### src/rtl/dma_tcdm_burst_reader.sv
// AXI-style INCR read bursts split across NumBanks TCDM ports, each bank with its own response buffer.
// Latency: a granted word reaches R two cycles after its grant at the earliest; the buffers have no fall-through.
// Backpressure: R stalls hold the bank buffers; each bank stops requesting once its credits run out, independently of the others.

// Small generic FIFO: registered storage, no fall-through, and a push into a full FIFO is accepted when a pop happens in the same cycle.
module dma_tcdm_burst_reader_fifo #(
    parameter int unsigned Width = 8,
    parameter int unsigned Depth = 2,
    localparam int unsigned PtrW = (Depth > 1) ? $clog2(Depth) : 1,
    localparam int unsigned CntW = $clog2(Depth + 1)
) (
    input  logic             clk_i,
    input  logic             rst_i,
    input  logic             push_i,
    input  logic [Width-1:0] data_i,
    input  logic             pop_i,
    output logic [Width-1:0] data_o,
    output logic [CntW-1:0]  count_o
);
    logic [Width-1:0] mem_q [Depth];
    logic [PtrW-1:0]  rd_q, wr_q;
    logic [CntW-1:0]  cnt_q;
    logic             do_push, do_pop;

    function automatic logic [PtrW-1:0] ptr_inc(input logic [PtrW-1:0] p);
        return (p == PtrW'(Depth - 1)) ? '0 : p + PtrW'(1);
    endfunction

    assign do_pop  = pop_i && (cnt_q != '0);
    assign do_push = push_i && ((cnt_q != CntW'(Depth)) || do_pop);
    assign data_o  = mem_q[rd_q];
    assign count_o = cnt_q;

    // Storage, pointers and occupancy.
    always_ff @(posedge clk_i or posedge rst_i) begin
        if (rst_i) begin
            for (int i = 0; i < int'(Depth); i++) mem_q[i] <= '0;
            rd_q  <= '0;
            wr_q  <= '0;
            cnt_q <= '0;
        end else begin
            if (do_push) begin
                mem_q[wr_q] <= data_i;
                wr_q        <= ptr_inc(wr_q);
            end
            if (do_pop) rd_q <= ptr_inc(rd_q);
            cnt_q <= cnt_q + CntW'(do_push) - CntW'(do_pop);
        end
    end
endmodule

module dma_tcdm_burst_reader #(
    parameter int unsigned AddrWidth = 32,
    parameter int unsigned DataWidth = 64,
    parameter int unsigned NumBanks  = 2,
    parameter int unsigned IdWidth   = 4,
    parameter int unsigned BufDepth  = 2,
    parameter int unsigned CmdDepth  = 2,
    localparam int unsigned BankWidth = DataWidth / NumBanks
) (
    input  logic                           clk_i,
    input  logic                           rst_i,
    input  logic                           ar_valid_i,
    output logic                           ar_ready_o,
    input  logic [AddrWidth-1:0]           ar_addr_i,
    input  logic [7:0]                     ar_len_i,
    input  logic [IdWidth-1:0]             ar_id_i,
    output logic                           r_valid_o,
    input  logic                           r_ready_i,
    output logic [DataWidth-1:0]           r_data_o,
    output logic [IdWidth-1:0]             r_id_o,
    output logic                           r_last_o,
    output logic [NumBanks-1:0]            mem_req_o,
    input  logic [NumBanks-1:0]            mem_gnt_i,
    output logic [NumBanks*AddrWidth-1:0]  mem_addr_o,
    input  logic [NumBanks-1:0]            mem_rvalid_i,
    input  logic [NumBanks*BankWidth-1:0]  mem_rdata_i,
    output logic                           busy_o
);
    localparam int unsigned BeatBytes = DataWidth / 8;
    localparam int unsigned BankBytes = BankWidth / 8;
    localparam int unsigned BufCntW   = $clog2(BufDepth + 1);
    localparam int unsigned CreditW   = BufCntW + 1;
    localparam int unsigned CmdCntW   = $clog2(CmdDepth + 1);

    typedef enum logic {IDLE, ISSUE} state_e;

    typedef struct packed {
        logic [IdWidth-1:0] id;
        logic [7:0]         len;
    } cmd_t;

    state_e               state_q;
    logic                 ar_ready_q;
    logic [AddrWidth-1:0] beat_addr_q;
    logic [8:0]           beats_q;
    logic [8:0]           ptr_q [NumBanks];
    logic [8:0]           ptr_d [NumBanks];
    logic [BufCntW-1:0]   outst_q [NumBanks];
    logic [7:0]           beat_cnt_q;

    logic [NumBanks-1:0]  req_d, grant, credit_ok;
    logic                 issue_done;
    logic                 ar_fire, r_fire, r_last_int, cmd_pop;

    logic [NumBanks-1:0]  buf_push, buf_nonempty;
    logic [BufCntW-1:0]   buf_cnt [NumBanks];
    logic [BankWidth-1:0] buf_dat [NumBanks];

    cmd_t                 cmd_in, cmd_head;
    logic [CmdCntW-1:0]   cmd_cnt, cmd_cnt_nxt;
    logic                 cmd_nonempty;

    assign ar_ready_o   = ar_ready_q;
    assign ar_fire      = ar_valid_i && ar_ready_q;
    assign cmd_in       = '{id: ar_id_i, len: ar_len_i};
    assign cmd_nonempty = (cmd_cnt != '0);
    assign r_valid_o    = (&buf_nonempty) && cmd_nonempty;
    assign r_fire       = r_valid_o && r_ready_i;
    assign r_last_int   = (beat_cnt_q == cmd_head.len);
    assign cmd_pop      = r_fire && r_last_int;
    assign cmd_cnt_nxt  = cmd_cnt + CmdCntW'(ar_fire) - CmdCntW'(cmd_pop);
    assign r_id_o       = r_valid_o ? cmd_head.id : '0;
    assign r_last_o     = r_valid_o && r_last_int;
    assign busy_o       = (state_q != IDLE) || cmd_nonempty;
    assign mem_req_o    = req_d;

    // Per-bank request, credit and address generation; addresses read as zero while no request is up.
    always_comb begin
        issue_done = 1'b1;
        mem_addr_o = '0;
        for (int b = 0; b < int'(NumBanks); b++) begin
            credit_ok[b] = (CreditW'(outst_q[b]) + CreditW'(buf_cnt[b])) < CreditW'(BufDepth);
            req_d[b]     = (state_q == ISSUE) && (ptr_q[b] != beats_q) && credit_ok[b];
            grant[b]     = req_d[b] && mem_gnt_i[b];
            ptr_d[b]     = ptr_q[b] + 9'(grant[b]);
            issue_done   = issue_done && (ptr_d[b] == beats_q);
            buf_push[b]  = mem_rvalid_i[b] && (outst_q[b] != '0);
            buf_nonempty[b] = (buf_cnt[b] != '0);
            if (req_d[b]) begin
                mem_addr_o[b*AddrWidth +: AddrWidth] = beat_addr_q
                    + AddrWidth'(ptr_q[b]) * AddrWidth'(BeatBytes)
                    + AddrWidth'(b * int'(BankBytes));
            end
        end
    end

    // Beat data is only driven while a beat is being offered.
    always_comb begin
        r_data_o = '0;
        for (int b = 0; b < int'(NumBanks); b++) begin
            if (r_valid_o) r_data_o[b*BankWidth +: BankWidth] = buf_dat[b];
        end
    end

    // Issue FSM: accepts one burst, walks each bank pointer through it, and registers AR readiness for the next cycle.
    always_ff @(posedge clk_i or posedge rst_i) begin
        if (rst_i) begin
            state_q     <= IDLE;
            ar_ready_q  <= 1'b0;
            beat_addr_q <= '0;
            beats_q     <= '0;
            for (int b = 0; b < int'(NumBanks); b++) ptr_q[b] <= '0;
        end else begin
            case (state_q)
                IDLE: begin
                    if (ar_fire) begin
                        state_q     <= ISSUE;
                        ar_ready_q  <= 1'b0;
                        beat_addr_q <= ar_addr_i & ~AddrWidth'(BeatBytes - 1);
                        beats_q     <= {1'b0, ar_len_i} + 9'd1;
                        for (int b = 0; b < int'(NumBanks); b++) ptr_q[b] <= '0;
                    end else begin
                        ar_ready_q <= (cmd_cnt_nxt != CmdCntW'(CmdDepth));
                    end
                end
                ISSUE: begin
                    for (int b = 0; b < int'(NumBanks); b++) ptr_q[b] <= ptr_d[b];
                    if (issue_done) begin
                        state_q    <= IDLE;
                        ar_ready_q <= (cmd_cnt_nxt != CmdCntW'(CmdDepth));
                    end
                end
                default: begin
                    state_q    <= IDLE;
                    ar_ready_q <= 1'b0;
                end
            endcase
        end
    end

    // Granted-but-not-returned words per bank; TCDM answers exactly one cycle after a grant.
    always_ff @(posedge clk_i or posedge rst_i) begin
        if (rst_i) begin
            for (int b = 0; b < int'(NumBanks); b++) outst_q[b] <= '0;
        end else begin
            for (int b = 0; b < int'(NumBanks); b++)
                outst_q[b] <= outst_q[b] + BufCntW'(grant[b]) - BufCntW'(buf_push[b]);
        end
    end

    // Beat counter within the burst at the head of the command FIFO.
    always_ff @(posedge clk_i or posedge rst_i) begin
        if (rst_i) begin
            beat_cnt_q <= '0;
        end else if (r_fire) begin
            beat_cnt_q <= r_last_int ? 8'd0 : beat_cnt_q + 8'd1;
        end
    end

    dma_tcdm_burst_reader_fifo #(
        .Width ($bits(cmd_t)),
        .Depth (CmdDepth)
    ) i_cmd_fifo (
        .clk_i   (clk_i),
        .rst_i   (rst_i),
        .push_i  (ar_fire),
        .data_i  (cmd_in),
        .pop_i   (cmd_pop),
        .data_o  (cmd_head),
        .count_o (cmd_cnt)
    );

    for (genvar g = 0; g < int'(NumBanks); g++) begin : gen_bank
        dma_tcdm_burst_reader_fifo #(
            .Width (BankWidth),
            .Depth (BufDepth)
        ) i_buf (
            .clk_i   (clk_i),
            .rst_i   (rst_i),
            .push_i  (buf_push[g]),
            .data_i  (mem_rdata_i[g*BankWidth +: BankWidth]),
            .pop_i   (r_fire),
            .data_o  (buf_dat[g]),
            .count_o (buf_cnt[g])
        );

        // The credit rule must keep read data from ever arriving at a full buffer that is not draining.
        assert property (@(posedge clk_i) disable iff (rst_i)
            !(buf_push[g] && (buf_cnt[g] == BufCntW'(BufDepth)) && !r_fire));
    end
endmodule

### config.mk
export PLATFORM = sky130hd
export DESIGN_NAME = dma_tcdm_burst_reader
export DESIGN_NICKNAME = d
export VERILOG_FILES = /design/src/rtl/dma_tcdm_burst_reader.sv
export SDC_FILE = /design/constraint.sdc
export NUM_CORES = 1
export LEC_CHECK = 0
export BUFFER_PORTS_ARGS = -buffer_cell sky130_fd_sc_hd__buf_2
export CORE_MARGIN = 8
export CORE_UTILIZATION = 35
export CTS_BUF_LIST = sky130_fd_sc_hd__clkbuf_4 sky130_fd_sc_hd__clkbuf_8
export CTS_CLUSTER_DIAMETER = 100
export CTS_CLUSTER_SIZE = 20
export DETAILED_ROUTE_END_ITERATION = 7
export PLACE_DENSITY = 0.65
export RECOVER_POWER = 50
export SYNTH_ARGS = -nofsm -noshare
export SYNTH_HDL_FRONTEND = slang
export SYNTH_HIERARCHICAL = 1
export SYNTH_SLANG_ARGS = --single-unit
### constraint.sdc
create_clock -name clk_i -period 8.43 [get_ports clk_i]
set_input_delay 1.2645 -clock clk_i [delete_from_list [all_inputs] [get_ports clk_i]]
set_output_delay 1.2645 -clock clk_i [all_outputs]
set_load 0.02 [all_outputs]
---- Word-level counts from Yosys, hierarchy flattened ----
Index checks and enable logic that the tools add are counted.
cells by class
  divide/modulo/power cells ............... 0
  shift operators ......................... 0
  equal/unequal tests ..................... 11
  $add $sub $neg .......................... 27
  muxes and demuxes ....................... 38
  $mul .................................... 0
  order comparisons ....................... 11
  bitwise operators ....................... 7
  reductions and logical operators ........ 34
operators with widths
  operator                 number
  $mux W32                 12
  $bwmux W64               2
  $add A32 B12 Y32         2
  $demux W32 S1            2
  $mux W12                 4
  $pmux W18 S2             1
  $add A32 B3 Y32 const B  1
  $bwmux W24               1
  $logic_and A1 B1 Y1      23
  $add A9 B1 Y9            2
  $eq A9 B9 Y1             2
  $mux W18                 1
  $ne A9 B9 Y1             2
  $add A2 B1 Y2            6
  $demux W12 S1            1
  $ge A2 B2 Y1 const B     6
  $not A1 Y2               6
  $sub A2 B1 Y2            6
  $mux W1                  10
  $ne A2 B2 Y1 const B     5
  $reduce_bool A2 Y1       5
  $add A8 B1 Y9 const B    1
  $add A8 B1 Y8 const B    1
  $eq A8 B8 Y1             1
  other kinds (11)         25
storage, ports and cells
  ROM bits ................................ 0
  bits in writable memories ............... 0
  output and inout bits ................... 138
  memories ................................ 0
  flip-flop bits (word level) ............. 234
  bits in latches ......................... 0

---- Depth between registers and ports, before layout ----
  word-level depth ........................ 11
  depth in mapped cells ................... 17

---- Modules after synthesis ----
The synthesis kept the hierarchy.
modules (own cells, without submodules)
  module                                              times used  area each (um2)  cells each
  dma_tcdm_burst_reader                               1           6458.7           793
  dma_tcdm_burst_reader_fifo (gen_bank[0].i_buf ...)  2           3071.7           188
  dma_tcdm_burst_reader_fifo (i_cmd_fifo)             1           1286.2           89

---- Worst setup path before layout ----
No wires, ideal clock.
  kind .................................... register to output
  start ................................... register gen_bank[0].i_buf.cnt_q[0]
  end ..................................... output port mem_addr_o[9]
  buffers on the path ..................... 2
  path slack .............................. 4.621 ns
  cell stages (with the launch flop) ...... 11
  required time ........................... 7.166 ns
  data arrival time ....................... 2.545 ns
  path through ............................ dfrtp_1 and2_1 fa_1 nor2_1 nand2_1 or2_1 clkbuf_1 inv_1 clkbuf_1 o21ai_0 a21oi_1
on the way
  cells in the longest elaborated chain, start to end .. 4
RTL lines
  element                 line  text
  start, declared         22    logic [CntW-1:0] cnt_q;
  start signal, assigned  47    cnt_q <= cnt_q + CntW'(do_push) - CntW'(do_pop);
  $add A2 B2 Y3           133   credit_ok[b] = (CreditW'(outst_q[b]) + CreditW'(buf_cnt[b])) < CreditW'(BufDepth);
  $lt A3 B2 Y1            133
  $logic_and A1 B1 Y1     134   req_d[b] = (state_q == ISSUE) && (ptr_q[b] != beats_q) && credit_ok[b];
  net mem_req_o[0]        73    output logic [NumBanks-1:0] mem_req_o,
  $mux W32                140   if (req_d[b]) begin
  end, declared           75    output logic [NumBanks*AddrWidth-1:0] mem_addr_o,
The timed path passes the listed nets, and every way through them passes these cells.

---- Worst setup path after layout ----
  start ................................... register gen_bank[1].i_buf.cnt_q[1]
  end ..................................... register gen_bank[1].i_buf/mem_q[60] (netlist name)
on the way
  cells in the longest elaborated chain, start to end .. 7
  elaborated cells between the ends (all ways) .. 8
  those cells by class .................... eq/ne (1); reduce/logical (7)
RTL lines
  element                        line  text
  start, declared                22
  start signal, assigned         47
  $reduce_bool A2 Y1             139   buf_nonempty[b] = (buf_cnt[b] != '0);
  $reduce_and A2 Y1              118   assign r_valid_o = (&buf_nonempty) && cmd_nonempty;
  $logic_and A1 B1 Y1            118
  $logic_and A1 B1 Y1            119   assign r_fire = r_valid_o && r_ready_i;
  net r_fire                     104   logic ar_fire, r_fire, r_last_int, cmd_pop;
  $logic_and A1 B1 Y1            29    assign do_pop = pop_i && (cnt_q != '0);
  $logic_or A1 B1 Y1             30    assign do_push = push_i && ((cnt_q != CntW'(Depth)) || do_pop);
  $logic_and A1 B1 Y1            30
  end signal, assigned by index  43    mem_q[wr_q] <= data_i;
  end, declared                  20    logic [Width-1:0] mem_q [Depth];
The timed path passes the listed nets, and every way through them passes these cells.
A chain may end at the register's enable or synchronous reset.

==> results.json <==
{
  "holdBufCountCts": 0,
  "synthFlopType": "dfrtp_1",
  "wl_per_cell_um": 18.7,
  "async_flop_share_pct": 100,
  "period_share_pct": 66.2,
  "grt_pass1_wl_um": 59800,
  "fmax_mhz": 179,
  "vias_per_cell": 5.20,
  "drc": 0,
  "min_from": "i_cmd_fifo/mem_q[0]",
  "p_clk_share_pct": 9.6,
  "yosys.area.top_type": "dfrtp_1",
  "tns_ps": 0,
  "synth_top_area_share_pct": 42.2,
  "numPortBuffers": 245,
  "drt-total-wl_um": 37000,
  "cts_max_path_buffers": 3,
  "start_kind": "flip-flop",
  "drt_iter0_markers": 546,
  "cts_tree": "done",
  "die_y_um": 215,
  "cap_viol_max_count": 8,
  "finalNetCount": 1606,
  "synth-seq-area-share_pct": 42.2,
  "place_congestion": 0.821,
  "synth_fa_ha_area_share_pct": 3.82,
  "leakage_nw": 7.31,
  "synth-xor-area-share_pct": 4.67,
  "sequentialPowerShare_pct": 31.9,
  "arrival_ps": 6030,
  "swShare_pct": 45.0,
  "syn_to_final_growth_pct": 13.2,
  "finalCriticalPeriod_ps": 5580,
  "yosysMostFrequentCell": "dfrtp_1",
  "initial_core_util_pct": 35.2,
  "rsz0062_at_grt": "no",
  "rr_worst_depth": 8,
  "antenna_found_initial": 6,
  "clk-insertion-delay-late_ps": 570,
  "hold_depth": 1,
  "synth_mux_area_share_pct": 22.7,
  "ys_types": 70,
  "worst_slew_pin_slew_ps": 4080,
  "gr-usage-all-layers_pct": 15.5,
  "dp_hpwl_um": 25700,
  "finalPower_mw": 6.64,
  "ios": 254,
  "crit_type": "flip-flop to flip-flop",
  "power.density_mw_per_mm2": 423,
  "synth-simple-area-share_pct": 14.3,
  "cts_root_buffer": "clkbuf_8",
  "dieArea_sq_mm": 0.0463,
  "yosysWarnings": 6,
  "rrSetupSlack_ps": 2850,
  "drive_gt1_share_pct": 36.1,
  "hold_class": "flip-flop to flip-flop",
  "synth_area_sq_mm": 0.0139,
  "required_ps": 8880,
  "worst_slack_ps": 2850,
  "grt_pass1_vias": 10900,
  "crit_start": "gen_bank[1].i_buf/count_o[1]",
  "dpl_worst_slack_ps": 3330,
  "violations": "max-capacitance violations, max-slew violations",
  "rr_startpoint": "gen_bank[1].i_buf/count_o[1]",
  "path_max_fanout": 69,
  "clock-sinks": 234,
  "grt-ovfl-total": 0,
  "synthCells": 1258,
  "drt_first_pass_iters": 5,
  "grt_start_max_net_pins": 71,
  "ant_nets": 0,
  "maxSlewViolCount": 434,
  "numCtsBuffers": 16,
  "diodes": 0,
  "slew_headroom_pct": -172,
  "post_cts_buffers": 0,
  "clock_skew_ps": 21.9,
  "end_kind": "flip-flop",
  "worstHoldEndpoint": "i_cmd_fifo/mem_q[0]",
  "via_count": 10300,
  "avgSynthCellArea_sq_um": 11.0,
  "status": "complete, but fails checks",
  "synth_seq_cells": 234,
  "ir_drop_mv": 0.224,
  "synthTopCellsByCount": "dfrtp_1 (234), mux2_2 (169), and3_1 (78)",
  "finalHoldViolCount": 0,
  "synth_top_family_by_area": "multiplexers",
  "core_sq_mm": 0.0395,
  "rows": 73,
  "cts_resized": 0,
  "internal-power_mw": 3.65,
  "netlist_top_cells_area": "dfrtp_1 (42%), mux2_2 (14%), mux2_4 (7.1%), and3_1 (3.5%), ha_1 (3.2%)",
  "setup_viol": 0,
  "p_comb_share_pct": 58.5,
  "synth_edf_count": 0,
  "die_w_um": 215,
  "cts_max_level": 1,
  "clk_pin_slew_ps": 130,
  "p_switching_mw": 2.99,
  "synth_compound_area_share_pct": 8.22,
  "reg2reg_to": "gen_bank[1].i_buf/mem_q[60]"
}
==> power by group through the flow <==
stage	Clock [mW]	Sequential [mW]	Combinational (mW)
3_5_place_dp	0	2.14	3.92
2_1_floorplan	0	1.95	3.01
3_3_place_gp	0	2.10	3.85
5_1_grt	0.706	2.20	4.23
4_1_cts	0.675	2.12	3.94
6_report	0.635	2.12	3.88
==> state kept, by name, indices dropped and copies added, names as in the netlist <==
name	cells
gen_bank.i_buf/rd_q	2
beat_cnt_q	8
ptr_q	18
i_cmd_fifo/mem_q	24
gen_bank.i_buf/count_o	4
beat_addr_q	29
i_cmd_fifo/rd_q	1
i_cmd_fifo/wr_q	1
i_cmd_fifo/count_o	2
outst_q	4
beats_q	9
ar_ready_o	1
gen_bank.i_buf/mem_q	128
state_q	1
gen_bank.i_buf/wr_q	2
==> metrics by stage <==
| step | instance area [sq um] | util [%] | hold WS [ps] | cells |
|---|---|---|---|---|
| after global placement | 15400 | 39.1 | 462 | 1957 |
| after CTS | 15700 | 39.9 | 500 | 1981 |
| final | 15700 | 39.8 | 497 | 1981 |
| after floorplan | 13900 | - | 451 | 1262 |
| after global routing | 15700 | 39.8 | 515 | 1981 |
| after detailed placement | 15400 | 39.1 | 471 | 1957 |
==> layer usage <==
metal	part of all wire, %	track usage [%]	vias to the layer above
met1	43	19.3	5135
li1	-	-	4875
met4	1.6	2.75	10
met5	0.17	0	-
met3	6.6	4.20	38
met2	48	26.7	241
==> cells by family after synthesis <==
group           Yosys count
flops                   234
xor+xnor                 74
simple gates            351
fa+ha+maj                40
other cells               1
buf+inv                 117
compound gates          182
mux                     259
==> critical path, stage by stage (launching register included) <==
cell      delay (ps)
dfrtp_1          490
o22a_2           160
clkbuf_1        2110
nand3_1          560
inv_1            410
or3b_1           200
nand3b_1          90
clkbuf_1         780
mux2_1           620
==> placed cells by master (no fill, tap or decap), types with 5 or more instances in the layout <==
master / instances
nor2_1: 46
xnor2_1: 47
clkbuf_8: 17
conb_1: 5
clkbuf_1: 11
mux2i_1: 8
nor2b_1: 11
nand2_1: 57
nor3_1: 19
or3_1: 19
mux2_1: 16
buf_4: 7
nand4_1: 15
a21oi_1: 50
ha_1: 36
nand3_1: 33
mux2_4: 66
and2_1: 9
buf_2: 241
xor2_1: 27
dfrtp_1: 234
inv_1: 25
o21ai_0: 51
or2_2: 6
o31ai_1: 19
o21a_1: 23
a21o_1: 5
o2bb2ai_1: 8
or4_1: 17
nand2b_1: 8
mux2_2: 169
and3_1: 76
==> final cells by class <==
class	count	area (sq um)
Clock buffer	20	256
Clock inverter	4	55.1
Fill cell	3891	23700
Inverter	28	105
Multi-Input combinational cell	911	7490
Sequential cell	234	5860
Tap cell	525	657
Timing Repair Buffer	259	1300
==> how the worst max path moves through the flow <==
stage                                        to  slack, ps  cells after the start
floorplan                         mem_addr_o[9]       4620                     10
global placement                        state_q       3410                     14
detailed placement                      state_q       3330                     14
CTS                                     state_q       3270                     14
global route        gen_bank[1].i_buf/mem_q[58]       2310                      8
finish              gen_bank[1].i_buf/mem_q[60]       2850                      8
No activity file was read; power rests on OpenSTA's default activity.
